$ cat src/rtl/multicycle_controller.sv
`default_nettype none
// ============================================================================
// Module   : multicycle_controller
// Purpose  : RV32I multicycle control FSM over a shared req/ready memory, with
//            memory-wait timeout, fault trap and optional retired-instruction
//            counter (enabled by defining INSTRET_CNT_EN).
// Revision : 1.0 - initial release
// ============================================================================
module multicycle_controller #(
  parameter int ALUCTRL_W      = 3,
  parameter int TIMEOUT_CYCLES = 255,
  parameter int CNT_W          = 32
) (
  input  logic                 clk,
  input  logic                 reset,
  input  logic [6:0]           op,
  input  logic [2:0]           funct3,
  input  logic                 funct7b5,
  input  logic                 Zero,
  input  logic                 Neg,
  input  logic                 MemReady,
  output logic                 MemReq,
  output logic                 MemWrite,
  output logic                 IRWrite,
  output logic                 PCWrite,
  output logic                 RegWrite,
  output logic                 AdrSrc,
  output logic [1:0]           ResultSrc,
  output logic [1:0]           ALUSrcA,
  output logic [1:0]           ALUSrcB,
  output logic [1:0]           ImmSrc,
  output logic [ALUCTRL_W-1:0] ALUControl,
  output logic                 Trap,
  output logic [CNT_W-1:0]     InstRet
);

  typedef enum logic [3:0] {
    S_FETCH    = 4'd0,
    S_DECODE   = 4'd1,
    S_MEMADR   = 4'd2,
    S_MEMREAD  = 4'd3,
    S_MEMWB    = 4'd4,
    S_MEMWRITE = 4'd5,
    S_EXECR    = 4'd6,
    S_EXECI    = 4'd7,
    S_ALUWB    = 4'd8,
    S_BRANCH   = 4'd9,
    S_JAL      = 4'd10,
    S_FAULT    = 4'd11
  } state_t;

  localparam logic [ALUCTRL_W-1:0] ALU_ADD = ALUCTRL_W'(0);
  localparam logic [ALUCTRL_W-1:0] ALU_SUB = ALUCTRL_W'(1);
  localparam logic [ALUCTRL_W-1:0] ALU_AND = ALUCTRL_W'(2);
  localparam logic [ALUCTRL_W-1:0] ALU_OR  = ALUCTRL_W'(3);
  localparam logic [ALUCTRL_W-1:0] ALU_SLT = ALUCTRL_W'(5);
  localparam int WAIT_W = (TIMEOUT_CYCLES > 1) ? $clog2(TIMEOUT_CYCLES) : 1;

  state_t              state_q, state_d;
  logic                run_q;
  logic [WAIT_W-1:0]   wait_q, wait_d;
  logic                w_wait, w_timeout, w_alu_bad, w_taken, w_br_bad;
  logic [ALUCTRL_W-1:0] w_alu_ctrl;
  logic [1:0]          w_imm;

  // run_q keeps every output quiet between reset release and the first edge.
  assign w_wait = run_q && !MemReady &&
                  (state_q == S_FETCH || state_q == S_MEMREAD || state_q == S_MEMWRITE);

  // Fault on the edge that closes the TIMEOUT_CYCLES-th consecutive wait cycle.
  generate
    if (TIMEOUT_CYCLES > 0) begin : g_timeout
      assign w_timeout = w_wait && (wait_q == WAIT_W'(TIMEOUT_CYCLES - 1));
    end else begin : g_no_timeout
      assign w_timeout = 1'b0;
    end
  endgenerate

  assign wait_d = (w_wait && !w_timeout) ? wait_q + 1'b1 : '0;

  always_comb begin
    w_alu_ctrl = ALU_ADD;
    w_alu_bad  = 1'b0;
    case (funct3)
      3'b000:  w_alu_ctrl = (op[5] && funct7b5) ? ALU_SUB : ALU_ADD;
      3'b010:  w_alu_ctrl = ALU_SLT;
      3'b110:  w_alu_ctrl = ALU_OR;
      3'b111:  w_alu_ctrl = ALU_AND;
      default: w_alu_bad  = 1'b1;
    endcase
  end

  always_comb begin
    w_taken  = 1'b0;
    w_br_bad = 1'b0;
    case (funct3)
      3'b000:  w_taken  = Zero;
      3'b001:  w_taken  = !Zero;
      3'b100:  w_taken  = Neg;
      3'b101:  w_taken  = !Neg;
      default: w_br_bad = 1'b1;
    endcase
  end

  always_comb begin
    case (op)
      7'b0100011: w_imm = 2'b01;
      7'b1100011: w_imm = 2'b10;
      7'b1101111: w_imm = 2'b11;
      default:    w_imm = 2'b00;
    endcase
  end

  assign ImmSrc = run_q ? w_imm : 2'b00;

  always_comb begin
    state_d    = state_q;
    MemReq     = 1'b0;
    MemWrite   = 1'b0;
    IRWrite    = 1'b0;
    PCWrite    = 1'b0;
    RegWrite   = 1'b0;
    AdrSrc     = 1'b0;
    ResultSrc  = 2'b00;
    ALUSrcA    = 2'b00;
    ALUSrcB    = 2'b00;
    ALUControl = ALU_ADD;
    Trap       = 1'b0;
    if (run_q) begin
      case (state_q)
        S_FETCH: begin
          MemReq    = 1'b1;
          ALUSrcB   = 2'b10;
          ResultSrc = 2'b10;
          IRWrite   = MemReady;
          PCWrite   = MemReady;
          if (MemReady) state_d = S_DECODE;
        end
        S_DECODE: begin
          ALUSrcA = 2'b01;
          ALUSrcB = 2'b01;
          case (op)
            7'b0000011, 7'b0100011: state_d = S_MEMADR;
            7'b0110011:             state_d = S_EXECR;
            7'b0010011:             state_d = S_EXECI;
            7'b1100011:             state_d = S_BRANCH;
            7'b1101111:             state_d = S_JAL;
            default:                state_d = S_FAULT;
          endcase
        end
        S_MEMADR: begin
          ALUSrcA = 2'b10;
          ALUSrcB = 2'b01;
          state_d = op[5] ? S_MEMWRITE : S_MEMREAD;
        end
        S_MEMREAD: begin
          MemReq = 1'b1;
          AdrSrc = 1'b1;
          if (MemReady) state_d = S_MEMWB;
        end
        S_MEMWB: begin
          ResultSrc = 2'b01;
          RegWrite  = 1'b1;
          state_d   = S_FETCH;
        end
        S_MEMWRITE: begin
          MemReq   = 1'b1;
          MemWrite = 1'b1;
          AdrSrc   = 1'b1;
          if (MemReady) state_d = S_FETCH;
        end
        S_EXECR, S_EXECI: begin
          ALUSrcA    = 2'b10;
          ALUSrcB    = (state_q == S_EXECI) ? 2'b01 : 2'b00;
          ALUControl = w_alu_ctrl;
          state_d    = w_alu_bad ? S_FAULT : S_ALUWB;
        end
        S_ALUWB: begin
          RegWrite = 1'b1;
          state_d  = S_FETCH;
        end
        S_BRANCH: begin
          ALUSrcA    = 2'b10;
          ALUControl = ALU_SUB;
          PCWrite    = w_taken;
          state_d    = w_br_bad ? S_FAULT : S_FETCH;
        end
        S_JAL: begin
          ALUSrcA = 2'b01;
          ALUSrcB = 2'b10;
          PCWrite = 1'b1;
          state_d = S_ALUWB;
        end
        S_FAULT: Trap = 1'b1;
        default: begin
          Trap    = 1'b1;
          state_d = S_FAULT;
        end
      endcase
      if (w_timeout) state_d = S_FAULT;
    end
  end

  always_ff @(posedge clk or negedge reset) begin
    if (!reset) begin
      state_q <= S_FETCH;
      run_q   <= 1'b0;
      wait_q  <= '0;
    end else begin
      state_q <= state_d;
      run_q   <= 1'b1;
      wait_q  <= wait_d;
    end
  end

`ifdef INSTRET_CNT_EN
  logic [CNT_W-1:0] instret_q;
  logic             w_retire;

  assign w_retire = (state_d == S_FETCH) &&
                    (state_q == S_MEMWB || state_q == S_ALUWB ||
                     state_q == S_MEMWRITE || state_q == S_BRANCH);

  always_ff @(posedge clk or negedge reset) begin
    if (!reset) instret_q <= '0;
    else if (w_retire) instret_q <= instret_q + 1'b1;
  end

  assign InstRet = instret_q;
`else
  assign InstRet = '0;
`endif

endmodule
`default_nettype wire
$ cat config.mk
export PLATFORM = sky130hd
export DESIGN_NAME = multicycle_controller
export DESIGN_NICKNAME = d
export VERILOG_FILES = /design/src/rtl/multicycle_controller.sv
export SDC_FILE = /design/constraint.sdc
export NUM_CORES = 1
export LEC_CHECK = 0
export ABC_AREA = 1
export ABC_CLOCK_PERIOD_IN_PS = 4000
export CAP_MARGIN = 20
export CORE_MARGIN = 3
export CORE_UTILIZATION = 45
export CTS_CLUSTER_SIZE = 12
export DETAILED_ROUTE_END_ITERATION = 10
export HOLD_SLACK_MARGIN = 0.02
export PLACE_DENSITY = 0.87
export SYNTH_ARGS = -nofsm -noshare
export SYNTH_HDL_FRONTEND = slang
export SYNTH_SLANG_ARGS = --single-unit
$ cat constraint.sdc
create_clock -name clk -period 4 [get_ports clk]
set_input_delay 1.2 -clock clk [delete_from_list [all_inputs] [get_ports clk]]
set_output_delay 1.2 -clock clk [all_outputs]
set_load 0.05 [all_outputs]
# Word level (Yosys, flattened, before mapping)
# Index checks and enable logic that the tools add are counted.
# totals
ff_bits	13
latchBits	0
ram_bits	0
romBits	0
output_inout_bits	50
elab_cells	96
memories	0
# op_classes
n_addsub	1
multipliers	0
div_mod_pow	0
magnitude_cmp	0
n_eq_ne	28
n_shift	0
muxes	38
bitwise_logic	0
n_reduce_logical	26
# op_table
cell	n
$pmux 4 s10	1
$mux 4	5
$pmux 4 s5	1
$eq 4x3->1 const B	4
$eq 4x4->1 const B	4
$mux 1	15
$eq 7x6->1 const B	2
$eq 7x7->1 const B	2
$reduce_or 2->1	7
$eq 3x3->1 const B	4
$pmux 2 s3	2
$pmux 3 s4	1
$reduce_or 4->1	3
$reduce_or 11->1	1
$mux 2	5
$ne 3x3->1 const B	3
$add 8x1->8 const B	1
$eq 4x2->1 const B	2
$eq 8x8->1 const B	1
$mux 8	1
$pmux 2 s2	2
$eq 7x2->1 const B	1
$eq 7x5->1 const B	1
$mux 3	2
other kinds (14)	22

# Longest topological paths before layout
# Gate-level depths: netlist of run 1.
# depth
ltp_word	8
depth_mapped	10
ltp_nobuf	10

# Worst setup path before layout of run 1
# Ideal clock, no wire load.
# synth_path
path_kind	in2out
startpoint	input port funct3[1]
endpoint	output port ALUControl[2]
arrival_ps	2773
required_ps	2800
setup_slack_ps	27
cell_stages	2
path_buffers	0
cell_sequence	inv_1 > nor4_1
# synth_via
elab_chain_len	4
word_cells_on_any_way	7
classes_between	eq/ne: 3; mux: 3; reduce/logical: 1
# synth_lines
item	line_no	source
from (decl)	17	input logic [2:0] funct3,
$eq 3x3->1, or another cell as far along	84	case (funct3)
$pmux 3 s4 (*)	84	
$pmux 3 s2 (*)	130	case (state_q)
$mux 3 (*)	129	if (run_q) begin
to (decl)	32	output logic [ALUCTRL_W-1:0] ALUControl,
# Every way passes the cells marked *; elsewhere a longest branch is shown, timed or not.

# Final worst setup path of run 1
# layout_path
startpoint	input port funct3[2]
endpoint	output port PCWrite
# layout_via
elab_chain_len	4
word_cells_on_any_way	7
classes_between	eq/ne: 3; mux: 3; reduce/logical: 1
# layout_lines
item	line_no	source
$eq 3x3->1, or another cell as far along	96	case (funct3)
$pmux 1 s4 (*)	96	
$pmux 1 s3 (*)	130	
$mux 1 (*)	129	
to (decl)	25	output logic PCWrite,
# Marks and branches as above.

==> flow_metrics.py, run 1 <==
metrics = {
    "outcome": {
        "status": "finished clean",
    },
    "critical_path": {
        "startpoint_type": "input port",
        "end_kind": "primary output",
        "cp.buffers_inverters": 2,
        "critPathSlowestCell": "clkdlybuf4s50_1",
        "arrival_ns": 2.52,
        "worst_path_most_repeated_cell": "nor2_1",
        "r2r.worst_path.cells": 7,
        "crit_required_ns": 2.80,
        "setup.worst_path.class": "input port to primary output",
        "crit_cells": 7,
        "crit_fanout": 5,
        "slowest_delay_ns": 0.47,
        "crit_family": "buffers and inverters",
        "crit_chain": "clkdlybuf4s50_1 > o21ai_0 > nor2_1 > nor2_1 > nand2_1 > a31oi_1 > buf_12",
    },
    "route": {
        "drt_iter0_drc": 53,
        "drc": 0,
        "ant_nets": 0,
        "drt-total-wl_um": 2760,
        "vias_per_cell": 4.45,
        "num_vias": 1287,
        "wl_per_cell_um": 9.55,
        "drt_pass1_iterations": 4,
    },
    "finish": {
        "diodes": 0,
        "syn2layout_area_growth_pct": 24.9,
        "drive_gt1_share_pct": 14.2,
        "n_fill_cell": 257,
        "final_util_pct": 61.5,
        "nets": 266,
    },
    "yosys": {
        "yosys.area.top_type_share_pct": 23.0,
        "yosysSeqAreaShare_pct": 23.0,
        "synthDistinctLibCells": 26,
        "avgSynthCellArea_um2": 6.68,
        "synth_area_leaders": "dfrtp_1 (23%), buf_4 (17%), nand2_1 (11%)",
        "ys_warn_count": 0,
        "synth_top_area_cell": "dfrtp_1",
        "netlist_instances": 212,
        "synth_seq_cells": 13,
        "synth.cell_area_um2": 1420,
    },
    "timing": {
        "hold_viol": 0,
        "fmax_ghz": 0.269,
        "hold_ws_ns": 0.510,
        "slew_viol_final": 0,
        "worst_pin_slew_ns": 0.570,
        "setup_viol": 0,
        "period_needed_ns": 3.72,
        "final.period_utilization_pct": 93.0,
        "relSlewSlack_pct": 61.9,
        "setup_tns_ns": 0,
        "fin_skew_ns": 0.000829,
        "rsz0062_at_grt": "no",
    },
    "clocking": {
        "clock_sinks": 13,
        "clock_latency_ns": 0.27,
        "cts_hold_buffers": 0,
        "clock-root-buffer": "clkbuf_4",
        "clk_pin_slew_ns": 0.08,
        "cts_resized": 0,
        "htree_levels": 1,
        "cts_inserted_buffers": 3,
        "cts_tree": "built",
        "cts_setup_buffers": 0,
        "cts_buffer_depth": 2,
    },
    "global_route": {
        "grt_pass1_wl_um": 4570,
        "grt_antenna_before_repair": 0,
        "grtUsageTotal_pct": 15.5,
        "grt_max_degree": 15,
        "grt.overflow.total": 0,
        "first_global_vias": 1091,
    },
    "placement": {
        "port_buffers": 33,
        "place_congestion": 0.839,
        "post-dp-hpwl_um": 2430,
    },
    "power_and_ir_drop": {
        "leakagePower_nw": 0.875,
        "netSwitchingFraction_pct": 57.6,
        "comb_power_share_pct": 71.5,
        "power.density_nw_per_um2": 538,
        "pwr-share-clk_pct": 8.3,
        "internal_power_uw": 403,
        "seq_power_share_pct": 20.2,
        "peakVddDrop_uv": 278,
        "switchingPower_uw": 547,
    },
    "die": {
        "fp.dieH_um": 62.1,
        "die_area_um2": 3850,
        "start_util_pct": 49.2,
        "fp-row-count": 19,
        "core-area_um2": 2880,
        "ios": 66,
        "die_x_um": 62.1,
    },
    "run": {
        "cap_violations": 0,
    },
    "hold_path": {
        "hold-path-cell-count": 1,
        "min_path_type": "register to register",
    },
}
-- power groups by stage --
| stage | logic, mW | clock network [mW] | registers [mW] |
|---|---|---|---|
| finish | 0.680 | 0.0791 | 0.192 |
| detailed placement | 0.683 | 0 | 0.194 |
| global placement | 0.678 | 0 | 0.193 |
| CTS | 0.685 | 0.0827 | 0.191 |
| global route | 0.740 | 0.0910 | 0.197 |
| floorplan | 0.544 | 0 | 0.187 |
-- cells in the final DEF, fill, tap and decap left out, drive strengths merged, types with 2 or more instances in the layout --
master,Yosys,final
a21oi,11,11
a31oi,4,4
buf,32,7
clkbuf,1,3
clkdlybuf4s50,0,26
conb,2,33
dfrtp,13,13
ha,2,2
inv,29,29
nand2,48,48
nand3,14,14
nand4,4,4
nor2,39,39
nor3b,3,3
o21ai,4,4
xnor2,2,2
-- sequential cells by signal, indices dropped and copies added, names as in the netlist --
register / flops
wait_q: 8
state_q: 4
run_q: 1
-- cell usage after synthesis, drive strengths merged --
cell type	n
nand4	4
o22ai	1
dfrtp	13
nor3b	3
nand3	14
nor4	1
a22oi	1
clkbuf	1
ha	2
conb	2
inv	29
o21ai	4
xnor2	2
a31oi	4
nor2	39
buf	32
nand3b	1
nand2	48
a21oi	11
-- per-layer routing --
layer	vias to the layer above	track usage (%)	share of wire, %
met5	-	0	0
met4	0	2.73	0.29
met3	2	1.86	5.3
met2	40	27.2	51
met1	575	20.6	43
li1	670	-	-
-- final timing paths --
check / startpoint / end / slack [ns]
max: funct3[2] / PCWrite / 0.28
min: wait_q[0] / wait_q[0] / 0.51
max reg2reg: run_q / state_q[1] / 2.45
min reg2reg: wait_q[0] / wait_q[0] / 0.51
max in group asynchronous: reset / state_q[1] / 2.34
min in group asynchronous: reset / wait_q[7] / 1.29
-- logic make-up (layout without fill, tap and decap cells) --
group | Yosys count | in the layout | share of synthesized area [%]
AND/OR/NAND/NOR | 110 | 110 | 40.5
flip-flops | 13 | 13 | 23.0
buffers and inverters | 62 | 66 | 24.9
adder cells (fa/ha/maj) | 2 | 2 | 1.77
XOR/XNOR | 2 | 2 | 1.24
AO/OA/AOI/OAI | 21 | 21 | 8.05
other | 2 | 33 | 0.531
-- cell type report --
type | instances | area (um2) | area share, %
multi-input combinational | 168 | 853 | 48.3
timing repair buffer | 33 | 400 | 22.6
sequential | 13 | 325 | 18.4
inverter | 29 | 109 | 6.16
tap | 42 | 52.6 | 2.97
clock buffer | 3 | 22.5 | 1.27
clock inverter | 1 | 5.00 | 0.283
-- worst register-to-register path: stages (launching register included) --
cell and delay (ns):
dfrtp_1 0.45, inv_1 0.24, nor2_1 0.36, nand3_4 0.14
nand2_4 0.11, inv_2 0.04, nand2_1 0.04, nand2_1 0.06
-- stage by stage --
step	setup slack, ns	power [mW]	std cells	instance area (um2)
floorplan	0.0273	0.731	243	1530
global placement	0.269	0.871	285	1740
detailed placement	0.249	0.877	285	1740
global route	0.118	1.03	289	1770
CTS	0.249	0.959	289	1770
finish	0.278	0.951	289	1770
No activity file was read; power rests on OpenSTA's default activity.
==> inputs of run 2 (changes only) <==
Settings changed: CORE_ASPECT_RATIO from default to 2, PLACE_DENSITY 0.87 to default, PLACE_DENSITY_LB_ADDON from default to 0.1.
==> run 2 against run 1 <==
Effect of this change: sequential power about the same; combinational power grew 2%; global-route usage is 2.7 points higher; utilization down 1.7 points; final cell count fell by 3.8%; largest cell class unchanged; highest routed layer unchanged.
==> flow_metrics.py, run 2 (synthesis results as in run 1) <==
metrics = {
    "hold_path": {
        "min_path_type": "register to register",
        "worstHoldStart": "wait_q[0]",
        "hold-path-cell-count": 1,
        "holdPathEnd": "wait_q[0]",
    },
    "timing": {
        "final.period_utilization_pct": 93.8,
        "fmax_ghz": 0.267,
        "hold_ws_ns": 0.504,
        "worst_pin_slew_ns": 0.565,
        "hold_viol": 0,
        "rsz0062_at_grt": "no",
        "period_needed_ns": 3.75,
        "setup_viol": 0,
        "fin_skew_ns": 0.00197,
        "relSlewSlack_pct": 62.2,
        "slew_viol_final": 0,
        "setup_tns_ns": 0,
    },
    "finish": {
        "regMostFlops": "wait_q",
        "final_cell_mix": "nand2_1 (42), nor2_1 (34), conb_1 (33)",
        "diodes": 0,
        "nets": 267,
        "syn2layout_area_growth_pct": 25.7,
        "top_regs": "wait_q (8), state_q (4), run_q (1)",
        "drive_gt1_share_pct": 14.5,
        "largest_reg_flops": 8,
        "n_fill_cell": 301,
        "stdcell_count": 278,
        "layout_commonest_cell": "nand2_1",
    },
    "clocking": {
        "cts_setup_buffers": 0,
        "clock_latency_ns": 0.24,
        "cts_buffer_depth": 2,
        "cts_tree": "built",
        "clock-root-buffer": "clkbuf_8",
        "clock_sinks": 13,
        "clk_pin_slew_ns": 0.05,
        "cts_inserted_buffers": 3,
        "htree_levels": 1,
        "cts_hold_buffers": 0,
        "cts_resized": 0,
    },
    "power_and_ir_drop": {
        "peakVddDrop_uv": 338,
        "power.density_nw_per_um2": 561,
        "seq_power_share_pct": 19.3,
        "netSwitchingFraction_pct": 56.3,
        "total_power_uw": 999,
        "comb_power_share_pct": 69.1,
        "pwr-share-clk_pct": 11.6,
        "switchingPower_uw": 563,
        "internal_power_uw": 436,
        "leakagePower_nw": 0.888,
    },
    "placement": {
        "post-dp-hpwl_um": 2910,
        "port_buffers": 33,
        "place_congestion": 0.828,
        "dp_cells": 274,
    },
    "critical_path": {
        "regToRegSetupSlack_ns": 2.45,
        "end_kind": "primary output",
        "slowest_delay_ns": 0.47,
        "rr_startpoint": "run_q",
        "crit_fanout": 5,
        "crit_chain": "clkdlybuf4s50_1 > o21ai_0 > nor2_1 > nor2_1 > nand2_1 > a31oi_1 > buf_12",
        "critPathSlowestCell": "clkdlybuf4s50_1",
        "worstReg2RegEnd": "state_q[1]",
        "startpoint_type": "input port",
        "crit_required_ns": 2.80,
        "r2r.worst_path.cells": 7,
        "worst_path_most_repeated_cell": "nor2_1",
        "arrival_ns": 2.55,
        "setup.worst_path.class": "input port to primary output",
    },
    "route": {
        "drc": 0,
        "drt_iter0_drc": 16,
        "drt-total-wl_um": 3280,
        "ant_nets": 0,
        "drt_pass1_iterations": 4,
        "wl_per_cell_um": 11.8,
        "vias_per_cell": 4.69,
        "num_vias": 1305,
    },
    "global_route": {
        "grt_max_degree": 15,
        "grt_pass1_wl_um": 5210,
        "grt_antenna_before_repair": 0,
        "grt.overflow.total": 0,
        "first_global_vias": 1239,
        "grtUsageTotal_pct": 18.2,
    },
    "die": {
        "ios": 66,
        "fp.dieH_um": 85.3,
        "die_x_um": 45.7,
        "die_area_um2": 3890,
        "start_util_pct": 47.5,
        "core-area_um2": 2980,
        "fp-row-count": 28,
    },
    "outcome": {
        "status": "finished clean",
    },
    "run": {
        "cap_violations": 0,
    },
}
## run 2: cell count changes in the layout (fill, tap and decap cells not counted)
cell	delta
clkbuf_8	+3
buf_4	+1
clkbuf_4	-3
## run 2: layer usage
metal	vias up	global-route usage [%]	part of all wire, %
li1	674	-	-
met2	46	35.9	62
met4	0	9.07	2.0
met1	579	15.5	30
met5	-	0	0
met3	6	2.76	5.8
## run 2: power groups by stage
stage / logic (mW) / clock network [mW] / registers [mW]
3_3_place_gp: 0.696 / 0 / 0.195
4_1_cts: 0.697 / 0.122 / 0.193
3_5_place_dp: 0.695 / 0 / 0.195
2_1_floorplan: 0.544 / 0 / 0.187
5_1_grt: 0.750 / 0.124 / 0.198
6_report: 0.691 / 0.116 / 0.193
## run 2: final cells by class
cell class,instances,area (um2),share of cell area (%)
sequential,13,325,18.3
inverter,29,109,6.12
timing repair buffer,34,408,22.9
clock inverter,1,5.00,0.281
clock buffer,3,41.3,2.32
multi-input combinational,168,853,48.0
tap,30,37.5,2.11
## run 2: worst max path at each step
stage | slack (ns) | to | depth (start not counted) | startpoint
finish | 0.25 | PCWrite | 7 | funct3[2]
global route | 0.16 | PCWrite | 7 | funct3[2]
CTS | 0.23 | PCWrite | 7 | funct3[2]
detailed placement | 0.23 | PCWrite | 7 | funct3[2]
global placement | 0.26 | PCWrite | 7 | funct3[2]
floorplan | 0.03 | ALUControl[2] | 2 | funct3[1]
## run 2: worst max-delay path: cells and delay by family
kind                   cells  cell delay, ns
AOI/OAI and AO/OA          2            0.48
and+or+nand+nor            3            0.22
buffers and inverters      2            0.65
## run 2: per-stage QoR
step / utilization [%] / instance area (um2) / setup WS, ns
3_3_place_gp: 58.2 / 1730 / 0.265
5_1_grt: 59.7 / 1780 / 0.162
4_1_cts: 59.7 / 1780 / 0.231
6_report: 59.7 / 1780 / 0.249
2_1_floorplan: - / 1530 / 0.0273
3_5_place_dp: 58.2 / 1730 / 0.231
==> inputs of run 3 (changes only) <==
Settings changed: CORE_ASPECT_RATIO 2 to 0.5.
==> run 3 against run 2 <==
Effect of this change: critical path depth unchanged; power down 0.38%; flip-flop and latch count unchanged; sequential share of layout area about the same; via count up 0.84%; combinational power about the same; utilization up 4.3 points; clock skew about the same; clock-buffer cell count unchanged; sequential power about the same; clock power about the same; critical endpoint unchanged; largest cell class unchanged; highest routed layer unchanged.
==> flow_metrics.py, run 3 (synthesis results as in run 1) <==
metrics = {
    "outcome": {
        "status": "finished clean",
    },
    "finish": {
        "layout_commonest_cell": "nand2_1",
        "nets": 266,
        "final_util_pct": 64.0,
        "final_cell_mix": "nand2_1 (42), nor2_1 (34), conb_1 (33)",
        "multi_input_area_um2": 853,
        "regMostFlops": "wait_q",
        "diodes": 0,
        "seq_area_um2": 325,
        "top_regs": "wait_q (8), state_q (4), run_q (1)",
        "n_fill_cell": 262,
        "drive_gt1_share_pct": 14.2,
        "syn2layout_area_growth_pct": 25.8,
        "largest_reg_flops": 8,
    },
    "critical_path": {
        "r2r.worst_path.cells": 7,
        "rr_startpoint": "run_q",
        "startpoint_type": "input port",
        "startpoint": "funct3[2]",
        "setup.worst_path.class": "input port to primary output",
        "crit_fanout": 5,
        "end_kind": "primary output",
        "arrival_ns": 2.53,
        "crit_required_ns": 2.80,
    },
    "global_route": {
        "grt.overflow.total": 0,
        "grtUsageTotal_pct": 16.6,
        "grt_max_degree": 15,
        "grt_antenna_before_repair": 0,
        "first_global_vias": 1161,
        "grt_pass1_wl_um": 5130,
    },
    "route": {
        "vias_per_cell": 4.63,
        "drt_pass1_iterations": 4,
        "ant_nets": 0,
        "num_vias": 1316,
        "drc": 0,
        "drt_iter0_drc": 81,
        "drt-total-wl_um": 3060,
        "wl_per_cell_um": 10.8,
    },
    "die": {
        "die_x_um": 85.3,
        "fp.dieH_um": 45.7,
        "core-area_um2": 2780,
        "fp-row-count": 13,
        "start_util_pct": 50.9,
        "ios": 66,
        "die_area_um2": 3890,
    },
    "placement": {
        "port_buffers": 33,
        "post-dp-hpwl_um": 2600,
        "place_congestion": 0.926,
    },
    "clocking": {
        "cts_resized": 0,
        "cts_tree": "built",
        "cts_hold_buffers": 0,
        "clk_pin_slew_ns": 0.05,
        "clock_latency_ns": 0.24,
        "cts_setup_buffers": 0,
        "cts_buffer_depth": 2,
        "cts_inserted_buffers": 3,
        "clock_sinks": 13,
        "htree_levels": 1,
        "clock-root-buffer": "clkbuf_8",
    },
    "hold_path": {
        "worstHoldStart": "wait_q[0]",
        "min_path_type": "register to register",
        "hold-path-cell-count": 1,
    },
    "run": {
        "cap_violations": 0,
    },
    "power_and_ir_drop": {
        "switchingPower_uw": 560,
        "peakVddDrop_uv": 322,
        "pwr-share-clk_pct": 11.5,
        "power.density_nw_per_um2": 559,
        "comb_power_share_pct": 69.2,
        "internal_power_uw": 436,
        "leakagePower_nw": 0.883,
        "netSwitchingFraction_pct": 56.2,
        "seq_power_share_pct": 19.3,
    },
    "timing": {
        "hold_ws_ns": 0.492,
        "final.period_utilization_pct": 93.4,
        "rsz0062_at_grt": "no",
        "period_needed_ns": 3.73,
        "setup_tns_ns": 0,
        "fmax_ghz": 0.268,
        "slew_viol_final": 0,
        "setup_viol": 0,
        "worst_pin_slew_ns": 0.561,
        "hold_viol": 0,
        "fin_skew_ns": 0.00152,
        "relSlewSlack_pct": 62.5,
    },
}
[run 3: cell count changes in the layout (fill, tap and decap cells not counted)]
cell and change:
buf_4 -1
[run 3: worst paths after layout]
kind / to / slack, ns
max reg2reg: state_q[0] / 2.40
min in group asynchronous: wait_q[0] / 1.32
min: wait_q[0] / 0.49
max in group asynchronous: state_q[1] / 2.31
max: PCWrite / 0.27
min reg2reg: wait_q[0] / 0.49
[run 3: per-stage QoR]
step | std cells | setup WS (ns) | cell area [um2] | total power, mW
detailed placement | 280 | 0.249 | 1730 | 0.884
floorplan | 243 | 0.0273 | 1530 | 0.731
global route | 284 | 0.0586 | 1780 | 1.07
global placement | 280 | 0.281 | 1730 | 0.880
finish | 284 | 0.266 | 1780 | 0.995
CTS | 284 | 0.249 | 1780 | 1.00
[run 3: final cells by class]
type | instances | share of cell area (%)
Clock buffer | 3 | 2.32
Clock inverter | 1 | 0.281
Inverter | 29 | 6.11
Multi-Input combinational cell | 168 | 47.9
Sequential cell | 13 | 18.3
Tap cell | 37 | 2.60
Timing Repair Buffer | 33 | 22.5
[run 3: power groups by stage]
stage / clock (mW) / sequential (mW) / combinational (mW)
after floorplan: 0 / 0.187 / 0.544
after global placement: 0 / 0.193 / 0.688
after detailed placement: 0 / 0.194 / 0.690
after CTS: 0.119 / 0.192 / 0.691
after global routing: 0.126 / 0.198 / 0.747
final: 0.115 / 0.192 / 0.688
[run 3: worst max-delay path: stages]
cell	delay, ns
clkdlybuf4s50_1	0.47
o21ai_0	0.24
nor2_1	0.07
nor2_1	0.10
nand2_1	0.05
a31oi_1	0.23
buf_12	0.18
[run 3: routing by layer]
metal  global-route usage, %  up-vias  routed length, um
li1                        -      672                  -
met1                    20.6      589               1350
met2                    29.8       51               1440
met3                    2.71        4                233
met4                    6.31        0                 36
met5                       0        -                  0
